--- src/rtl/char_buffer_arbiter_if.sv ---
// Host write channel of the character buffer: valid/ready handshake carrying
// one cell code and its (column, row) target.
interface char_buffer_arbiter_if #(
    parameter int unsigned w_char = 8
);
    logic              wr_valid;
    logic              wr_ready;
    logic [6:0]        wr_col;
    logic [4:0]        wr_row;
    logic [w_char-1:0] wr_char;

    modport master (
        output wr_valid,
        output wr_col,
        output wr_row,
        output wr_char,
        input  wr_ready
    );

    modport slave (
        input  wr_valid,
        input  wr_col,
        input  wr_row,
        input  wr_char,
        output wr_ready
    );
endinterface

--- src/rtl/char_buffer_arbiter.sv ---
// Shares one single-port character RAM between the VGA text renderer (always wins),
// a host writer (fills free cycles) and a clear sequencer that fills every cell.
module char_buffer_arbiter #(
    parameter int unsigned screen_width  = 640,
    parameter int unsigned screen_height = 480,
    parameter int unsigned char_w        = 8,
    parameter int unsigned char_h        = 16,
    parameter int unsigned w_char        = 8,
    parameter int unsigned cols          = screen_width / char_w,
    parameter int unsigned rows          = screen_height / char_h,
    parameter int unsigned depth         = cols * rows,
    parameter int unsigned w_x           = $clog2(screen_width),
    parameter int unsigned w_y           = $clog2(screen_height),
    parameter int unsigned w_addr        = $clog2(depth)
) (
    input  logic                  clk,
    input  logic                  rst,
    input  logic [w_x-1:0]        x,
    input  logic [w_y-1:0]        y,
    input  logic                  display_on,
    char_buffer_arbiter_if.slave  host,
    input  logic                  clear_req,
    input  logic [w_char-1:0]     clear_char,
    output logic                  busy,
    output logic [w_addr-1:0]     ram_addr,
    output logic                  ram_we,
    output logic [w_char-1:0]     ram_wdata,
    input  logic [w_char-1:0]     ram_rdata,
    output logic [w_char-1:0]     disp_char
);
    localparam int unsigned cw_bits = $clog2(char_w);
    localparam int unsigned ch_bits = $clog2(char_h);
    localparam int unsigned w_col   = w_x - cw_bits;
    localparam int unsigned w_row   = w_y - ch_bits;

    typedef enum logic [0:0] {StIdle, StClear} state_e;

    state_e            state_q, state_d;
    logic [w_addr-1:0] clr_cnt_q, clr_cnt_d;
    logic [w_char-1:0] clr_char_q, clr_char_d;
    logic [w_x-1:0]    x_prev_q;
    logic [1:0]        rd_pipe_q;
    logic [w_char-1:0] prefetch_q;
    logic [w_char-1:0] disp_char_q;
    logic [w_addr-1:0] ram_addr_q, ram_addr_d;
    logic              ram_we_q, ram_we_d;
    logic [w_char-1:0] ram_wdata_q, ram_wdata_d;

    logic              x_changed;
    logic              disp_slot;
    logic              load_slot;
    logic              wr_ready;
    logic              wr_fire;
    logic              wr_in_range;
    logic [w_row-1:0]  rd_row;
    logic [w_col-1:0]  rd_col_next;
    logic [w_col-1:0]  rd_col;
    logic [w_addr-1:0] rd_addr;
    logic [w_addr-1:0] wr_addr;
    logic              unused_y_low;

    // row * 80 as two shifts; cols is fixed at 80 for this screen geometry
    function automatic logic [w_addr-1:0] row_base(input logic [w_row-1:0] r);
        return (w_addr'(r) << 6) + (w_addr'(r) << 4);
    endfunction

    assign unused_y_low = ^y[ch_bits-1:0];

    assign x_changed = (x != x_prev_q);
    assign disp_slot = x_changed & display_on &
                       (x[cw_bits-1:0] == cw_bits'(char_w / 2));
    assign load_slot = x_changed & (x[cw_bits-1:0] == '0);

    // Prefetch the cell to the right; the wrap to column 0 is a harmless dummy read.
    assign rd_row      = y[w_y-1:ch_bits];
    assign rd_col_next = x[w_x-1:cw_bits] + w_col'(1);
    assign rd_col      = (rd_col_next == w_col'(cols)) ? '0 : rd_col_next;
    assign rd_addr     = row_base(rd_row) + w_addr'(rd_col);

    assign wr_addr     = row_base(host.wr_row) + w_addr'(host.wr_col);
    assign wr_in_range = (host.wr_col < w_col'(cols)) & (host.wr_row < w_row'(rows));

    assign wr_ready      = ~rst & (state_q == StIdle) & ~disp_slot & ~clear_req;
    assign host.wr_ready = wr_ready;
    assign wr_fire       = host.wr_valid & wr_ready;

    always_comb begin
        state_d     = state_q;
        clr_cnt_d   = clr_cnt_q;
        clr_char_d  = clr_char_q;
        ram_addr_d  = ram_addr_q;
        ram_we_d    = 1'b0;
        ram_wdata_d = ram_wdata_q;

        unique case (state_q)
            StIdle: begin
                if (clear_req) begin
                    state_d    = StClear;
                    clr_cnt_d  = '0;
                    clr_char_d = clear_char;
                end
            end
            StClear: begin
                // A display slot steals the port; the clear step simply waits.
                if (!disp_slot) begin
                    ram_addr_d  = clr_cnt_q;
                    ram_we_d    = 1'b1;
                    ram_wdata_d = clr_char_q;
                    clr_cnt_d   = clr_cnt_q + w_addr'(1);
                    if (clr_cnt_q == w_addr'(depth - 1)) begin
                        state_d = StIdle;
                    end
                end
            end
            default: state_d = StIdle;
        endcase

        if (disp_slot) begin
            ram_addr_d = rd_addr;
            ram_we_d   = 1'b0;
        end else if (wr_fire && wr_in_range) begin
            ram_addr_d  = wr_addr;
            ram_we_d    = 1'b1;
            ram_wdata_d = host.wr_char;
        end
    end

    always_ff @(posedge clk) begin
        x_prev_q <= x;
        if (rst) begin
            state_q     <= StIdle;
            clr_cnt_q   <= '0;
            clr_char_q  <= '0;
            rd_pipe_q   <= '0;
            prefetch_q  <= '0;
            disp_char_q <= '0;
            ram_addr_q  <= '0;
            ram_we_q    <= 1'b0;
            ram_wdata_q <= '0;
        end else begin
            state_q     <= state_d;
            clr_cnt_q   <= clr_cnt_d;
            clr_char_q  <= clr_char_d;
            rd_pipe_q   <= {rd_pipe_q[0], disp_slot};
            ram_addr_q  <= ram_addr_d;
            ram_we_q    <= ram_we_d;
            ram_wdata_q <= ram_wdata_d;
            if (rd_pipe_q[1]) begin
                prefetch_q <= ram_rdata;
            end
            if (load_slot) begin
                disp_char_q <= prefetch_q;
            end
        end
    end

    assign busy      = (state_q == StClear);
    assign ram_addr  = ram_addr_q;
    assign ram_we    = ram_we_q;
    assign ram_wdata = ram_wdata_q;
    assign disp_char = disp_char_q;
endmodule

--- src/flat_wrapper.sv ---
// flat-port wrapper written by rule: the top's interface ports become plain ports
module char_buffer_arbiter_flat 
#(
    parameter int unsigned screen_width  = 640,
    parameter int unsigned screen_height = 480,
    parameter int unsigned char_w        = 8,
    parameter int unsigned char_h        = 16,
    parameter int unsigned w_char        = 8,
    parameter int unsigned cols          = screen_width / char_w,
    parameter int unsigned rows          = screen_height / char_h,
    parameter int unsigned depth         = cols * rows,
    parameter int unsigned w_x           = $clog2(screen_width),
    parameter int unsigned w_y           = $clog2(screen_height),
    parameter int unsigned w_addr        = $clog2(depth)
)
  (clk, rst, x, y, display_on, clear_req, clear_char, busy, ram_addr, ram_we, ram_wdata, ram_rdata, disp_char, host_wr_valid, host_wr_col, host_wr_row, host_wr_char, host_wr_ready);
  char_buffer_arbiter_if #(.w_char(w_char)) host_i ();
  input  logic clk;
  input  logic rst;
  input  logic [w_x-1:0] x;
  input  logic [w_y-1:0] y;
  input  logic display_on;
  input  logic clear_req;
  input  logic [w_char-1:0] clear_char;
  output logic busy;
  output logic [w_addr-1:0] ram_addr;
  output logic ram_we;
  output logic [w_char-1:0] ram_wdata;
  input  logic [w_char-1:0] ram_rdata;
  output logic [w_char-1:0] disp_char;
  input wire logic [$bits(host_i.wr_valid)-1:0] host_wr_valid;
  input wire logic [$bits(host_i.wr_col)-1:0] host_wr_col;
  input wire logic [$bits(host_i.wr_row)-1:0] host_wr_row;
  input wire logic [$bits(host_i.wr_char)-1:0] host_wr_char;
  output wire logic [$bits(host_i.wr_ready)-1:0] host_wr_ready;
  assign host_i.wr_valid = host_wr_valid;
  assign host_i.wr_col = host_wr_col;
  assign host_i.wr_row = host_wr_row;
  assign host_i.wr_char = host_wr_char;
  assign host_wr_ready = host_i.wr_ready;
  char_buffer_arbiter #(.screen_width(screen_width), .screen_height(screen_height), .char_w(char_w), .char_h(char_h), .w_char(w_char), .cols(cols), .rows(rows), .depth(depth), .w_x(w_x), .w_y(w_y), .w_addr(w_addr)) u_core (.clk(clk), .rst(rst), .x(x), .y(y), .display_on(display_on), .host(host_i), .clear_req(clear_req), .clear_char(clear_char), .busy(busy), .ram_addr(ram_addr), .ram_we(ram_we), .ram_wdata(ram_wdata), .ram_rdata(ram_rdata), .disp_char(disp_char));
endmodule
--- config.mk ---
export PLATFORM = sky130hd
export DESIGN_NAME = char_buffer_arbiter_flat
export DESIGN_NICKNAME = d
export VERILOG_FILES = /design/src/rtl/char_buffer_arbiter_if.sv /design/src/rtl/char_buffer_arbiter.sv /design/src/flat_wrapper.sv
export SDC_FILE = /design/constraint.sdc
export NUM_CORES = 1
export LEC_CHECK = 0
export BUFFER_PORTS_ARGS = -buffer_cell sky130_fd_sc_hd__buf_2
export CORE_ASPECT_RATIO = 2
export CORE_UTILIZATION = 58
export CTS_CLUSTER_DIAMETER = 40
export DETAILED_ROUTE_END_ITERATION = 12
export PLACE_DENSITY = 0.85
export SYNTH_ARGS = -nofsm -noshare
export SYNTH_HDL_FRONTEND = slang
export SYNTH_SLANG_ARGS = --single-unit
--- constraint.sdc ---
create_clock -name clk -period 7.65 [get_ports clk]
set_input_delay 1.53 -clock clk [delete_from_list [all_inputs] [get_ports clk]]
set_output_delay 1.53 -clock clk [all_outputs]
set_load 0.01 [all_outputs]
==> qor.txt <==
switching share of power: 25.4%
area growth from synthesis to layout: 19.2%
Post-Synth Adder-Cell Area: 8.67%
Final setup violation count: 0
Hold Path Sink: u_core.clr_char_q[7]
global routing's busiest layer: met2
critical path class: input pin to output pin
startpoint types: input pin
R2R cell count: 5
Clock power frac: 43.8%
Reg-to-Reg Start: u_core.busy
share of cells above drive strength 1: 22.2%
Vias/cell: 5.99
clock skew: 0.00439 ns
largest family of logic cells by synthesized area: simple AND/OR/NAND/NOR gates
Largest stage delay, worst path: 0.74 ns
xor/xnor cell area share of the yosys netlist: 3.68%
Hold Crit Class: register to register
Clock Tree Buf Depth: 2
M2 GR Usage: 54.6%
CTS tree: done
Seq cells post-synth: 70
Post-synth EDFFs: 0
M1 GR Usage: 29.1%
synth unique cells: 54
hpwl dp: 6880 µm
placed cell areas: 4250 µm²
Die Wd: 59.3 µm
number of max-cap violations: 0
Design Area, Final: 4540 µm²
routed len/inst: 16.1 µm
Rel. slew slack: 28.1%
FF-to-FF End: u_core.clr_cnt_q[9]
global-route congestion overflow total: 0
clock latency on the worst-skew pair: 0.33 ns
Syn. warnings: 0
mapped cell area: 3810 µm²
CTS H-tree lvls: 3
area leader, netlist: dfxtp_1
IO Port Bufs: 86
core area: 6310 µm²
Crit. End Element: output pin
CP top delay family: buffers and inverters
Synth Instances: 440
Die ar.: 6910 µm²
placed cells: 584
status: completed
cts repair resizes: 0
clk slew on worst S/H paths: 0.05 ns
Ant. Diodes: 0
CP arrival: 3.73 ns
gpl congestion: 0.865
Critical-path top delay cell: clkinv_1
P per Cell Area: 205 nW/µm²
final wirelength: 9630 µm
synth cell count leaders: 70 x dfxtp_1, 40 x nand2_1, 38 x nor2_1
1st-iter DRT viols: 232
syn_nets: 524
Max VDD drop: 0.000157 V
crit-path max FO: 56
Avg Synthesized Cell Area: 8.66 µm²
multiplexer share of the synthesized area: 8.67%
hold_sp: u_core.clr_char_q[7]
RSZ-0062 raised after global routing: no
number of CTS-inserted buffers: 9
clock sink count: 70
P_leak: 2.01 nW
sequential share of the synthesized area: 36.8%
min Tclk post-route: 5.26 ns
Seq pwr share: 41.6%
fill cell count: 519
antenna violations before repair: 0
area share of and/or/nand/nor cells after synthesis: 21.1%
Vias: 3587
row count: 41
fin cells: 599
Post-synth ARST share: 0%
Initial Utilization: 60.4%
Final Hold Fails: 0
FF-to-FF setup slack: 4.73 ns
antenna-violating nets left: 0
worst path cell trace: buf_2 -> clkinv_1 -> nand2_1 -> nor3_1 -> buf_2
max-slew violation count: 0
Switching Power: 235 µW
Buf+Inv Stages, Crit Path: 3
die height: 117 µm
Post-CTS Setup Repair Bufs: 0
top-count cell post-synth: dfxtp_1
GRT Overall Usage: 29.7%
hold path depth: 2
combinational power share: 14.6%
post-synth top area share: 36.8%
Synth Flop Type: dfxtp_1
clk root buf: clkbuf_16
drt first pass iters: 5
Worst-Margin Slew: 1.07 ns
Post-CTS Hold Fix Bufs: 0
Max Freq: 190 MHz
final net count: 593
Worst path most repeated cell: buf_2
Int Pwr: 693 µW
I/O pin count: 91
compound-cell area share of the yosys netlist: 16.9%
Final Cycle Share: 68.7%
largest cells by area after synthesis: dfxtp_1 37%, ha_1 6.6%, mux2i_1 6.3%
setup TNS: 0 ns
largest net degree at the start of global routing: 57
vias in the first global route: 3587
first-pass GRT wire length: 15600 µm
met3 usage: 6.42%
DRC: 0
WP data required: 6.12 ns
==> how the worst max path moves through the flow <==
| stage | from | end | slack, ns | cells past startpoint |
|---|---|---|---|---|
| 6_report | rst | host_wr_ready | 2.39 | 5 |
| 3_5_place_dp | rst | host_wr_ready | 2.45 | 5 |
| 5_1_grt | rst | host_wr_ready | 2.18 | 5 |
| 3_3_place_gp | rst | host_wr_ready | 2.46 | 5 |
| 4_1_cts | rst | host_wr_ready | 2.46 | 5 |
| 2_1_floorplan | x[8] | host_wr_ready | 3.25 | 6 |
==> registers in the layout, summed over array words and instances, names as in the netlist <==
| register | cells |
|---|---|
| u_core.clr_cnt_q | 12 |
| u_core.ram_addr | 12 |
| u_core.x_prev_q | 10 |
| u_core.clr_char_q | 8 |
| u_core.disp_char | 8 |
| u_core.prefetch_q | 8 |
| u_core.ram_wdata | 8 |
| u_core.rd_pipe_q | 2 |
| u_core.busy | 1 |
| u_core.ram_we | 1 |
==> worst reg2reg max path, cell delays in order, from the launching register on <==
cell and delay, ns:
dfxtp_1 0.53, buf_4 0.33, inv_1 0.72, nand2_1 0.56
and3_1 0.37, mux2_1 0.29
==> area by class of cell <==
type / instances / area (µm²) / area share, %
multi-input cells: 331 / 2260 / 49.7
repair buffers: 89 / 453 / 9.98
clock inverters: 4 / 47.5 / 1.05
inverters: 8 / 30.0 / 0.662
clock buffers: 11 / 243 / 5.35
flip-flops and latches: 70 / 1400 / 30.9
well taps: 86 / 108 / 2.37
==> cells by family (layout without fill, tap and decap cells) <==
| family | count (synthesis) | in the layout |
|---|---|---|
| compound gates | 96 | 96 |
| buf+inv | 39 | 112 |
| flops | 70 | 70 |
| fa+ha+maj | 24 | 24 |
| mux | 32 | 32 |
| xor+xnor | 16 | 16 |
| simple gates | 163 | 163 |
==> through the flow <==
stage / utilization [%] / power (mW) / worst slack, ns / hold slack, ns
3_3_place_gp: 67.3 / 0.521 / 2.46 / 0.418
5_1_grt: 71.9 / 0.963 / 2.18 / 0.474
4_1_cts: 71.9 / 0.932 / 2.46 / 0.455
3_5_place_dp: 67.3 / 0.527 / 2.45 / 0.430
6_report: 71.9 / 0.928 / 2.39 / 0.456
2_1_floorplan: - / 0.480 / 3.25 / 0.414
==> metal layers <==
| layer | up-vias | share of wire [%] |
|---|---|---|
| met5 | - | 0 |
| met4 | 0 | 3.3 |
| met3 | 29 | 4.8 |
| met2 | 137 | 55 |
| met1 | 1687 | 37 |
| li1 | 1734 | - |
==> cell usage in the layout (no fill, tap or decap), types with 16 or more instances in the layout <==
cell type and n:
o21ai_0 27, ha_1 20, dfxtp_1 70, buf_2 86
nor3_1 16, a21oi_1 20, nand2_1 40, nand3_1 23
mux2i_1 24, nor2_1 38
==> power by group through the flow <==
stage,combinational (mW),sequential [mW],clock (mW)
global route,0.150,0.387,0.427
detailed placement,0.134,0.393,0
floorplan,0.0868,0.393,0
CTS,0.135,0.386,0.412
global placement,0.128,0.393,0
finish,0.135,0.386,0.407
No activity file was read; power rests on OpenSTA's default activity.
